`src/rtl/down_counter_16bit_timer.sv`:
```
// Loadable down-counter/timer with prescaled ticks, one-shot or periodic auto-reload,
// and a one-cycle done pulse at terminal count.
module down_counter_16bit_timer #(
    parameter int WIDTH    = 16,
    parameter int PRESCALE = 1
) (
    input  logic             clk,
    input  logic             reset,
    input  logic             load,
    input  logic [WIDTH-1:0] load_value,
    input  logic             start,
    input  logic             stop,
    input  logic             enable,
    input  logic             periodic,
    output logic [WIDTH-1:0] count,
    output logic             busy,
    output logic             done
);

    localparam int PW = (PRESCALE > 1) ? $clog2(PRESCALE) : 1;
    localparam logic [PW-1:0] PRESC_LAST = PW'(PRESCALE - 1);

    typedef enum logic {
        IDLE = 1'b0,
        RUN  = 1'b1
    } state_t;

    state_t           state;
    logic [WIDTH-1:0] reload_reg;
    logic [PW-1:0]    presc;
    logic             tick;
    logic             terminal;

    assign tick     = (state == RUN) && enable && (presc == PRESC_LAST);
    // A load of 0 while running is also treated as terminal on the next tick.
    assign terminal = (count <= WIDTH'(1));

    always_ff @(posedge clk) begin
        if (reset) begin
            state      <= IDLE;
            count      <= '0;
            reload_reg <= '0;
            presc      <= '0;
            busy       <= 1'b0;
            done       <= 1'b0;
        end else begin
            done <= 1'b0;
            if (load) begin
                count      <= load_value;
                reload_reg <= load_value;
                presc      <= '0;
            end else if (stop && state == RUN) begin
                state <= IDLE;
                busy  <= 1'b0;
                presc <= '0;
            end else if (start && state == IDLE) begin
                if (count != '0) begin
                    state <= RUN;
                    busy  <= 1'b1;
                    presc <= '0;
                end else begin
                    done <= 1'b1;
                end
            end else if (state == RUN && enable) begin
                if (tick) begin
                    presc <= '0;
                    if (!terminal) begin
                        count <= count - WIDTH'(1);
                    end else begin
                        done <= 1'b1;
                        // Periodic reload skips showing 0; a zero reload value falls back to one-shot.
                        if (periodic && reload_reg != '0) begin
                            count <= reload_reg;
                        end else begin
                            count <= '0;
                            state <= IDLE;
                            busy  <= 1'b0;
                        end
                    end
                end else begin
                    presc <= presc + PW'(1);
                end
            end
        end
    end

endmodule

```
`config.mk`:
```
export PLATFORM = sky130hd
export DESIGN_NAME = down_counter_16bit_timer
export DESIGN_NICKNAME = d
export VERILOG_FILES = /design/src/rtl/down_counter_16bit_timer.sv
export SDC_FILE = /design/constraint.sdc
export NUM_CORES = 1
export LEC_CHECK = 0
export BUFFER_PORTS_ARGS = -buffer_cell sky130_fd_sc_hd__buf_2
export CAP_MARGIN = 20
export CORE_ASPECT_RATIO = 1.1
export CORE_MARGIN = 2
export CORE_UTILIZATION = 49
export DETAILED_ROUTE_END_ITERATION = 8
export PLACE_DENSITY = 0.76
export SLEW_MARGIN = 5
export SYNTH_ARGS = -nofsm -noshare
export SYNTH_HDL_FRONTEND = slang
export SYNTH_SLANG_ARGS = --single-unit
```
`constraint.sdc`:
```
create_clock -name clk -period 2.3 [get_ports clk]
set_input_delay 0.115 -clock clk [delete_from_list [all_inputs] [get_ports clk]]
set_output_delay 0.115 -clock clk [all_outputs]
set_load 0.02 [all_outputs]
```
# After elaboration in Yosys (flattened, before gate mapping)
# Cells that the tools add are included.
[totals]
reg_bits = 35
in_bits = 23
out_inout_bits = 18
elab_cells = 56
[classes]
n_addsub = 2
n_lt_le_gt_ge = 1
eq_ne = 5
muxes = 23
bitwise = 3
n_reduce_logical = 17
[ops]
columns = ["operator", "count"]
rows = [
  ["16-bit two-way mux", 7],
  ["16-bit nonzero test", 2],
  ["16-bit by 1-bit <= comparator with 1-bit output (second input constant)", 1],
  ["1-bit two-way mux", 16],
  ["16-bit by 1-bit subtractor with 16-bit output (second input constant)", 1],
  ["3-bit nonzero test", 3],
  ["6-bit AND reduction", 1],
  ["2-bit nonzero test", 3],
  ["1-bit logical AND", 5],
  ["2-bit != test (second input constant)", 2],
  ["4-bit AND reduction", 1],
  ["3-bit by 2-bit != test with 1-bit output (second input constant)", 1],
  ["3-bit != test (second input constant)", 1],
  ["1-bit inverter", 3],
  ["3-bit OR reduction", 1],
  ["2-bit by 1-bit != test with 1-bit output (second input constant)", 1],
  ["2-bit AND reduction", 1],
  ["1-bit adder (second input constant)", 1],
]

# Logic depth before layout (Yosys ltp)
# Gate-level depths: netlist (run 1).
[logic_depth]
depth_word = 9
ltp_mapped = 8
depth_no_buf = 7

# Least setup slack after synthesis (run 1)
# No wires, ideal clock.
[synth_path]
path_type = "flip-flop to flip-flop"
from = "register count[12]"
to = "register count[14]"
setup_time_ns = 0.080
t_arrival_ns = 2.187
required_time_ns = 2.220
slack_ns = 0.033
stages_incl_launch_ff = 7
cell_sequence = "dfxtp_1 or4_4 or4_4 nor4_4 buf_6 a22oi_2 a211oi_2"
[synth_between]
elab_chain_cells = 7
elab_cells_between_ends = 8
classes_between = "add/sub (1); order compare (1); mux (6)"
[synth_lines]
columns = ["element", "line", "source"]
rows = [
  ["from (decl)", "15", "output logic [WIDTH-1:0] count,"],
  ["from (signal assigned)", "49", "count <= load_value;"],
  ["from (signal assigned)", "68", "count <= count - WIDTH'(1);"],
  ["from (signal assigned)", "73", "count <= reload_reg;"],
  ["16-bit by 1-bit subtractor with 16-bit output / 16-bit by 1-bit <= comparator with 1-bit output (equally long branches)", "68, 36", ""],
  ["16-bit two-way mux (*)", "67", "if (!terminal) begin"],
  ["16-bit two-way mux (*)", "65", "if (tick) begin"],
  ["16-bit two-way mux (*)", "64", "end else if (state == RUN && enable) begin"],
  ["16-bit two-way mux (*)", "56", "end else if (start && state == IDLE) begin"],
  ["16-bit two-way mux (*)", "52", "end else if (stop && state == RUN) begin"],
  ["16-bit two-way mux (*)", "48", "if (load) begin"],
]
# Mark *: on every way between the ends. The rest lies on a longest branch, timed or not. The select of a mux whose other input is x is not followed.
# A chain may end at the register's enable or synchronous reset.

# Worst setup path in the final report (run 1)
[layout_path]
from = "register reload_reg[7]"
to = "register count[0]"
[layout_between]
elab_chain_cells = 9
[layout_lines]
columns = ["element", "line", "source"]
rows = [
  ["from (decl)", "29", "logic [WIDTH-1:0] reload_reg;"],
  ["from (signal assigned)", "50", "reload_reg <= load_value;"],
  ["16-bit nonzero test", "72", "if (periodic && reload_reg != '0) begin"],
  ["1-bit logical AND", "72", ""],
  ["16-bit two-way mux", "72", ""],
  ["16-bit two-way mux", "67", ""],
  ["16-bit two-way mux", "65", ""],
  ["16-bit two-way mux", "64", ""],
  ["16-bit two-way mux", "56", ""],
  ["16-bit two-way mux", "52", ""],
  ["16-bit two-way mux", "48", ""],
]
# Every way passes these cells. The select of a mux whose other input is x is not followed.

==> results of run 1 <==
synthesized netlist by cell type (all sizes together) (2+ instances only):
cell type  number
a211oi         12
a21oi          12
a221oi          9
a22oi           6
a31oi           2
buf             3
clkbuf         11
dfxtp          35
ha              2
inv             8
mux2i          15
nand2          21
nand3           3
nand3b          2
nand4b          2
nor2           35
nor2b           2
nor3            5
nor3b           3
nor4            4
o21ai           6
or4             7
xnor2           8
cells in the final DEF (no fill, tap or decap), types with 3 or more instances in the layout:
cell      Yosys  routed
nor3b_1       3       3
a22oi_2       2       5
o21ai_0       6       6
xnor2_1       8       8
mux2i_1      15      15
a21oi_1      12      12
nor3_1        5       5
a221oi_1      8       8
clkbuf_8      0       7
buf_4         1      20
nor2_1       35      35
nand3_1       3       3
a211oi_1      7       5
buf_2         0      40
a211oi_2      5       7
or4_1         5       5
inv_1         8       8
nand2_1      21      21
dfxtp_1      35      34
area by class of cell:
cell class | instances | area, um^2
Fill cell | 383 | 1450
Multi-Input combinational cell | 174 | 1200
Sequential cell | 35 | 702
Timing Repair Buffer | 61 | 362
Clock buffer | 8 | 100
Tap cell | 52 | 65.1
Inverter | 8 | 30.0
power by group through the flow:
stage,clock (uW),combinational [uW],sequential [uW]
global route,531,499,697
finish,493,457,692
global placement,0,436,702
CTS,501,445,690
detailed placement,0,443,703
floorplan,0,254,736
worst max-delay path by stage:
stage	from	to	slack (ps)	depth (start not counted)
finish	reload_reg[7]$_SDFFE_PP0P_	count[0]$_SDFFE_PP0P_	30	7
global route	count[15]$_SDFFE_PP0P_	count[9]$_SDFFE_PP0P_	-6	6
CTS	count[15]$_SDFFE_PP0P_	count[8]$_SDFFE_PP0P_	40	6
detailed placement	count[15]$_SDFFE_PP0P_	count[8]$_SDFFE_PP0P_	60	6
global placement	count[15]$_SDFFE_PP0P_	count[10]$_SDFFE_PP0P_	150	6
floorplan	count[12]$_SDFFE_PP0P_	count[14]$_SDFFE_PP0P_	30	6
metrics by stage:
stage               hold WS [ps]  setup WS, ps
floorplan                    228          32.6
global placement             327           153
detailed placement           338          55.9
CTS                         33.1          41.4
global route                70.7         -5.58
finish                      36.7          26.5
worst reg2reg max path, cell delays in order (launching register included):
cell	delay, ps
dfxtp_1	330
or4_1	540
o41ai_1	440
buf_4	200
nor4_4	50
buf_4	180
a221oi_1	290
a211oi_1	90
kinds of logic (layout without fill, tap and decap cells):
kind of cell             after synthesis  after routing
flip-flops                            35             35
multiplexers                          15             15
XOR/XNOR                               9              9
AND/OR/NAND/NOR                       91             91
adder cells (fa/ha/maj)                2              2
AO/OA/AOI/OAI                         57             57
buffers and inverters                 22             77
routing by layer:
metal,vias to the layer above,wire (um)
met5,-,0
met4,0,72
met3,7,290
met2,66,2660
met1,982,2360
li1,959,-
repair_timing:
item | CTS | global route
setup buffers | 0 | 1
resized for setup | 0 | 7
endpoints found under the setup margin | 0 | 8
==> impl_results.md, run 1 <==
* Outcome: completed
* Largest net degree at the start of global routing at 40
* Synthesized area per cell at 8.52 um^2
* Area leader, netlist: dfxtp_1
* Vias at 2014
* GPL Wtd Cong at 0.851
* Hold Fails Final Rpt at 0
* Clk root buf: clkbuf_8
* Clock skew at 4.60 ps
* Async SR Flop Fraction at 0%
* First-pass GRT wire length at 9080 um
* Vias in the first global route at about 1900
* DR iter-0 viols at roughly 140
* Seq pwr share at between 40% and 50%
* Post-synthesis xor/xnor area fraction at 4.01%
* Final Setup Violations at 0
* Internal Power at 1120 uW
* Fin area at 2460 um^2
* Grt peak-use layer: met2
* Syn Nets at roughly 260
* Number of synthesized flops with an enable pin at 0
* Compound-Gate Fraction of Synth Area at around 22%
* Switching power at 522 uW
* Worst setup SP type: flip-flop
* Relative slew slack at around 47%
* Clock power frac at roughly 30%
* Share of post-route cells with drive strength above 1 at 30.4%
* Non-Filler Instances at 338
* Total track usage at 25.5%
* Critical Path Max Stage Delay at 540 ps
* CP endpoint kind: flip-flop
* Hpwl dp at 3690 um
* Synth warnings at 0
* GR Util met3 at 6.76%
* # DRC at 0
* Total core area at 3900 um^2
* Vias per inst at about 6.0
* Largest family of logic cells by synthesized area: simple AND/OR/NAND/NOR gates
* Post-Synth Simple-Gate Area at roughly a quarter
* Reg2reg end: count[0]$_SDFFE_PP0P_
* Hold Crit Start: enable
* Synthesis-to-finish area growth at 24.9%
* Worst path most repeated cell: buf_4
* CTS buffer count at 5
* Worst Path Max Fanout at 4
* Combinational share of power at between 20% and 30%
* CTS Hold Bufs at 0
* Die H at 70.5 um
* DRT Pass-1 Iters at 4
* IO buf count at 40
* Routed length per instance at 15.9 um
* Fmax achieved at ~440 MHz
* Post-Syn Area at about 2000 um^2
* Synth unique cells at between 40 and 50
* Unrepaired setup endpoints after global routing: true
* Top Ports at 41
* Arr. time, crit path at 2400 ps
* Core Util, Final at 62.9%
* Insertion delay to the later sink of the worst-skew pair at a little under 300 ps
* Die Width at 64.4 um
* Top_reg_cell synth: dfxtp_1
* R2R depth at 7
* P per Cell Area at 668 nW/um^2
* Post-synth top area share at 35.6%
* Min Tclk post-route at between 2000 and 2500 ps
* ANT cells at 0
* Family with the most delay on the worst path: compound AO/OA/AOI/OAI gates
* PnR Total Power at roughly 1600 uW
* Fin crit share at 98.8%
* Setup TNS at 0 ps
* Dpl cells at 329
* Sw frac at between 30% and 40%
* Hold Path Class: in -> reg
* Hold Path Depth at 2
* Grt ovf at 0
* Met2 GRT Util at between 40% and 50%
* Clk sinks at 35
* Max_cap viols at 0
* Worst Path Buf+Inv at 2
* Sequential element share of the synthesized area at 35.6%
* Adder-Cell Fraction of Synth Area at 1.27%
* Initial antenna violation count at 0
* Pleak at 0.00104 uW
* Clock Path Buffers at 2
* Slew of the pin with the lowest slew margin at ~800 ps
* H-tree Lvls at 2
* Cells after Synth at ~230
* Post-Place Cell Area at 2320 um^2
* Worst path slowest cell: or4_1
* Fin. max-slew vios at 0
* Worst-path clk slew at 70 ps
* TritonCTS clock tree: yes
* FF+latch count, synth at 35
* Initial Util at 50.4%
* Critical path, cell by cell: or4_1, o41ai_1, buf_4, nor4_4, buf_4, a221oi_1, a211oi_1
* Mux cell area share after synthesis at under 10%
* Reg2reg start: reload_reg[7]$_SDFFE_PP0P_
* Peak VDD IR at 0.000402 V
* Synth area leaders: dfxtp_1, mux2i_1, nor2_1, nand2_1, a221oi_1
* Die area at 4540 um^2
* Crit path kind: reg -> reg
* Rows at 24
* Flop-to-flop setup slack at 30 ps
* GR met1 Demand/Resource at 32.3%
* Routed wire length at 5390 um
* Critical path required time at 2430 ps
* Layout Nets at 310
* Hold Path End: presc$_SDFFE_PP0P_
* Post-route ant nets at 0
No activity file was read; power rests on OpenSTA's default activity.
==> inputs of run 2 (changes only) <==
==> constraint.sdc (replaced) <==
create_clock -name clk -period 2.3 [get_ports clk]
set_input_delay 0.46 -clock clk [delete_from_list [all_inputs] [get_ports clk]]
set_output_delay 0.46 -clock clk [all_outputs]
set_load 0.02 [all_outputs]
==> run 2 against run 1 <==
Net effect: maximum frequency grew 2.1%; flip-flop and latch count stayed put; first-iteration DRC count rose by 40%; largest power group unchanged; die area unchanged; combinational power decreased by 1%; core utilization is 0.38 points higher.
==> impl_results.md, run 2 (synthesis results as in run 1) <==
* Core Util, Final at 63.3%
* Hold Crit Start: enable
* Hold Path End: presc$_SDFFE_PP0P_
* Layout Nets at 311
* Worst path most repeated cell: or4_4
* Pleak at about 0.0011 uW
* Reg2reg end: count[2]$_SDFFE_PP0P_
* Reg2reg start: count[15]$_SDFFE_PP0P_
* Fmax achieved at 449 MHz
* Hpwl dp at 3780 um
* Total core area at about 3900 um^2
* Critical path, cell by cell: or4_4, or4_4, nor4_4, buf_6, buf_4, nand2_1, a211oi_2
* First-pass GRT wire length at just under 9000 um
* Min Tclk post-route at 2230 ps
* Vias at 1985
* Arr. time, crit path at roughly 2400 ps
* Share of post-route cells with drive strength above 1 at between 30% and 40%
* CTS buffer count at 5
* Hold Path Depth at 2
* Unrepaired setup endpoints after global routing: true
* H-tree Lvls at 2
* Family with the most delay on the worst path: simple AND/OR/NAND/NOR gates
* Peak VDD IR at 0.000409 V
* Routed length per instance at 15.7 um
* Worst setup SP type: flip-flop
* Setup TNS at 0 ps
* Clock Path Buffers at 2
* Flop-to-flop setup slack at 70 ps
* Top Ports at a little over 40
* Initial antenna violation count at 0
* Die H at 70.5 um
* Worst-path clk slew at 70 ps
* Most frequent cells in the layout: buf_2, nor2_1, dfxtp_1, nand2_1, buf_4
* IO buf count at 40
* Clk root buf: clkbuf_8
* Slew of the pin with the lowest slew margin at around 770 ps
* # DRC at 0
* Critical path required time at roughly 2500 ps
* Initial Util at 50.4%
* Rows at 24
* Outcome: completed
* Total track usage at 24.8%
* Commonest non-fill, non-tap cell in the layout: buf_2
* Grt ovf at 0
* R2R depth at 7
* Crit path kind: reg -> reg
* Crit. path cell count at 7
* PnR Total Power at 1720 uW
* Die Width at 64.4 um
* Max_cap viols at 0
* DR iter-0 viols at 190
* Clk sinks at 35
* Fin. max-slew vios at 0
* Worst Path Max Fanout at 10
* Worst setup path startpoint: count[15]$_SDFFE_PP0P_
* GPL Wtd Cong at 0.854
* CP endpoint kind: flip-flop
* Vias per inst at 5.86
* Worst Path Buf+Inv at 2
* Synthesis-to-finish area growth at 25.6%
* Final Setup Violations at 0
* TritonCTS clock tree: yes
* Largest net degree at the start of global routing at 40
* P per Cell Area at 695 nW/um^2
* ANT cells at 0
* Fin crit share at ~97%
* Hold Path Class: in -> reg
* Worst path slowest cell: or4_4
* PnR worst setup slack at 72.5 ps
* Routed wire length at 5320 um
* Clock skew at 4.88 ps
* Dpl cells at 328
* Relative slew slack at 48.7%
* Critical Path Max Stage Delay at 540 ps
* Die area at 4540 um^2
* Insertion delay to the later sink of the worst-skew pair at 290 ps
* DRT Pass-1 Iters at 4
* Non-Filler Instances at 339
* Hold Fails Final Rpt at 0
* Vias in the first global route at 1844
* Post-route ant nets at 0
* Pre-CTS setup slack at 60.8 ps
[run 2: final cells by class]
cell class                 count  area (um^2)
timing repair buffer          62          369
sequential                    35          702
fill                         359         1430
inverter                       8         30.0
clock buffer                   6         82.6
tap                           52         65.1
multi-input combinational    174         1190
clock inverter                 2         35.0
[run 2: worst max-delay path by stage]
stage                                         to  slack (ps)
final                      count[2]$_SDFFE_PP0P_          70
after global routing       count[3]$_SDFFE_PP0P_          -6
after CTS                 count[10]$_SDFFE_PP0P_          40
after detailed placement  count[10]$_SDFFE_PP0P_          60
after global placement    count[10]$_SDFFE_PP0P_         150
after floorplan           count[14]$_SDFFE_PP0P_          30
[run 2: worst register-to-register path: cells and delay by family (launching register included)]
kind | cells | cell delay, ps
AND/OR/NAND/NOR | 4 | 1320
flip-flops | 1 | 340
buffers and inverters | 2 | 330
AO/OA/AOI/OAI | 1 | 160
[run 2: timing repair]
action	CTS	global route
hold endpoints to repair	0	0
setup buffers	0	3
setup endpoints to repair	0	7
hold buffers	0	0
resized for setup	0	5
[run 2: routing by layer]
layer	global-route usage, %	vias to the layer above	part of all wire [%]
li1	-	963	-
met1	33.1	948	43
met2	39.2	63	49
met3	5.64	11	6.4
met4	8.75	0	2.0
met5	0	-	0
[run 2: power breakdown]
| group | switching [uW] | leakage, uW | internal (uW) | total (uW) |
|---|---|---|---|---|
| registers | 44.3 | 0.000289 | 649 | 693 |
| logic | 253 | 0.000705 | 197 | 451 |
| clock network | 224 | 0.0000612 | 351 | 574 |
[run 2: stage by stage]
| stage | area (um^2) | hold slack [ps] |
|---|---|---|
| floorplan | 1970 | 415 |
| global placement | 2310 | 425 |
| detailed placement | 2310 | 434 |
| CTS | 2430 | 376 |
| global route | 2470 | 413 |
| finish | 2470 | 372 |
==> inputs of run 3 (changes only) <==
- CAP_MARGIN: 20 -> 0
- CORE_UTILIZATION: 49 -> 30
- PLACE_DENSITY: 0.76 -> 0.51
==> run 3 against run 2 <==
Net effect: core utilization decreased by 23 points; clock-buffer cell count increased by 2; clock power decreased by 13%; flip-flop and latch count unchanged.
==> impl_results.md, run 3 (synthesis results as in run 1) <==
* Outcome: completed
* Worst path most repeated cell: buf_4
* Commonest non-fill, non-tap cell in the layout: buf_2
* Grt ovf at 0
* Slew of the pin with the lowest slew margin at 505 ps
* Postcts setup bufs at 0
* Hold Path Class: in -> reg
* Worst-path clk slew at 80 ps
* Family with the most delay on the worst path: compound AO/OA/AOI/OAI gates
* H-tree Lvls at 2
* Die H at 89.0 um
* Die area at slightly above 7000 um^2
* Die Width at roughly 81 um
* Critical Path Max Stage Delay at ~600 ps
* Fmax achieved at 452 MHz
* Max_cap viols at 0
* Synthesis-to-finish area growth at 29.7%
* DRT Pass-1 Iters at 4
* CTS buffer count at 5
* PnR Total Power at 1670 uW
* Critical path required time at 2450 ps
* Pre-CTS setup slack at 93.5 ps
* Grt peak-use layer: met2
* Rows at 30
* First-pass GRT wire length at 9070 um
* GR Util met3 at under 10%
* Relative slew slack at 66.3%
* Worst Path Buf+Inv at 2
* Clk sinks at 35
* # DRC at 0
* IO buf count at 40
* Fin area at ~2600 um^2
* Clk root buf: clkbuf_8
* Total core area at 6270 um^2
* Vias at around 2000
* Min Tclk post-route at 2210 ps
* Layout Nets at between 300 and 400
* GPL Wtd Cong at 0.821
* Clock Path Buffers at 2
* Arr. time, crit path at 2370 ps
* GR met1 Demand/Resource at 21.2%
* Worst path slowest cell: or4_1
* Setup TNS at 0 ps
* Routed length per instance at 15.2 um
* DR iter-0 viols at 97
* Post-Place Cell Area at 2440 um^2
* ANT cells at 0
* Insertion delay to the later sink of the worst-skew pair at slightly below 300 ps
* Final Setup Violations at 0
* Seq pwr share at 40.8%
* TritonCTS clock tree: yes
* Dpl cells at around 370
* Non-Filler Instances at 376
* Hold Fails Final Rpt at 0
* Worst Path Max Fanout at 7
* Internal Power at between 1000 and 1500 uW
* Vias in the first global route at 1886
* Fin crit share at a little over nine tenths
* PnR worst setup slack at 86.6 ps
* Clock power frac at 30.1%
* Total track usage at between 10% and 20%
* Worst setup SP type: flip-flop
* Vias per inst at 5.25
* Routed wire length at 5710 um
* Combinational share of power at 29.1%
* Share of post-route cells with drive strength above 1 at 31.4%
* Post-route ant nets at 0
* Fin. max-slew vios at 0
* Top Ports at between 40 and 50
* Met2 GRT Util at about 29%
* Largest net degree at the start of global routing at 39
* Initial antenna violation count at 0
* Initial Util at 31.4%
* Peak VDD IR at 0.000269 V
* Switching power at roughly 530 uW
* CP endpoint kind: flip-flop
* Crit path kind: reg -> reg
* Critical path, cell by cell: or4_1, o41ai_2, buf_4, nor4_4, buf_4, a221oi_1, a211oi_1
* Sw frac at a little under a third
* CTS Hold Bufs at 0
* Pleak at 0.00109 uW
* Most frequent cells in the layout: buf_2, nor2_1, dfxtp_1, buf_4, nand2_1
* Clock skew at roughly 6 ps
* Hpwl dp at 4210 um
* P per Cell Area at 653 nW/um^2
[run 3: metal layers]
| metal | vias up | routed length (um) | part of all wire (%) |
|---|---|---|---|
| met1 | 943 | 2630 | 46 |
| met3 | 4 | 196 | 3.4 |
| met2 | 40 | 2820 | 49 |
| li1 | 988 | - | - |
| met5 | - | 0 | 0 |
| met4 | 0 | 57 | 1.0 |
[run 3: power by group through the flow]
| stage | Sequential [uW] | Clock, uW | Combinational [uW] |
|---|---|---|---|
| after floorplan | 736 | 0 | 254 |
| after global placement | 694 | 0 | 484 |
| after detailed placement | 694 | 0 | 484 |
| after CTS | 680 | 512 | 486 |
| after global routing | 685 | 538 | 537 |
| final | 680 | 502 | 485 |
[run 3: worst paths after layout]
| check | from | end | slack, ps | depth (start not counted) |
|---|---|---|---|---|
| worst max-delay path | reload_reg[7]$_SDFFE_PP0P_ | count[0]$_SDFFE_PP0P_ | 90 | 7 |
| worst min-delay path | enable | presc$_SDFFE_PP0P_ | 380 | 2 |
| worst max register to register | reload_reg[7]$_SDFFE_PP0P_ | count[0]$_SDFFE_PP0P_ | 90 | 7 |
| worst min register to register | presc$_SDFFE_PP0P_ | presc$_SDFFE_PP0P_ | 440 | 2 |
[run 3: cell type report]
cell class	count	area (um^2)
repair buffers	71	437
clock buffers	8	100
fillers	674	3720
flip-flops and latches	35	701
multi-input cells	174	1180
well taps	80	100
inverters	8	30.0
[run 3: what timing repair did]
item                                   4_1_cts  5_1_grt
endpoints found under the hold margin        0        0
setup endpoints to repair                    0        7
gates resized for setup                      0        3
[run 3: metrics by stage]
stage	hold slack, ps	utilization, %
final	381	40.7
after global routing	391	40.7
after detailed placement	434	38.9
after CTS	381	40.5
after global placement	425	38.9
after floorplan	415	-
[run 3: worst reg2reg max path, cell delays in order, from the launching register on]
cell and delay [ps]:
dfxtp_1 340, or4_1 600, o41ai_2 360, buf_4 180
nor4_4 50, buf_4 190, a221oi_1 290, a211oi_1 80
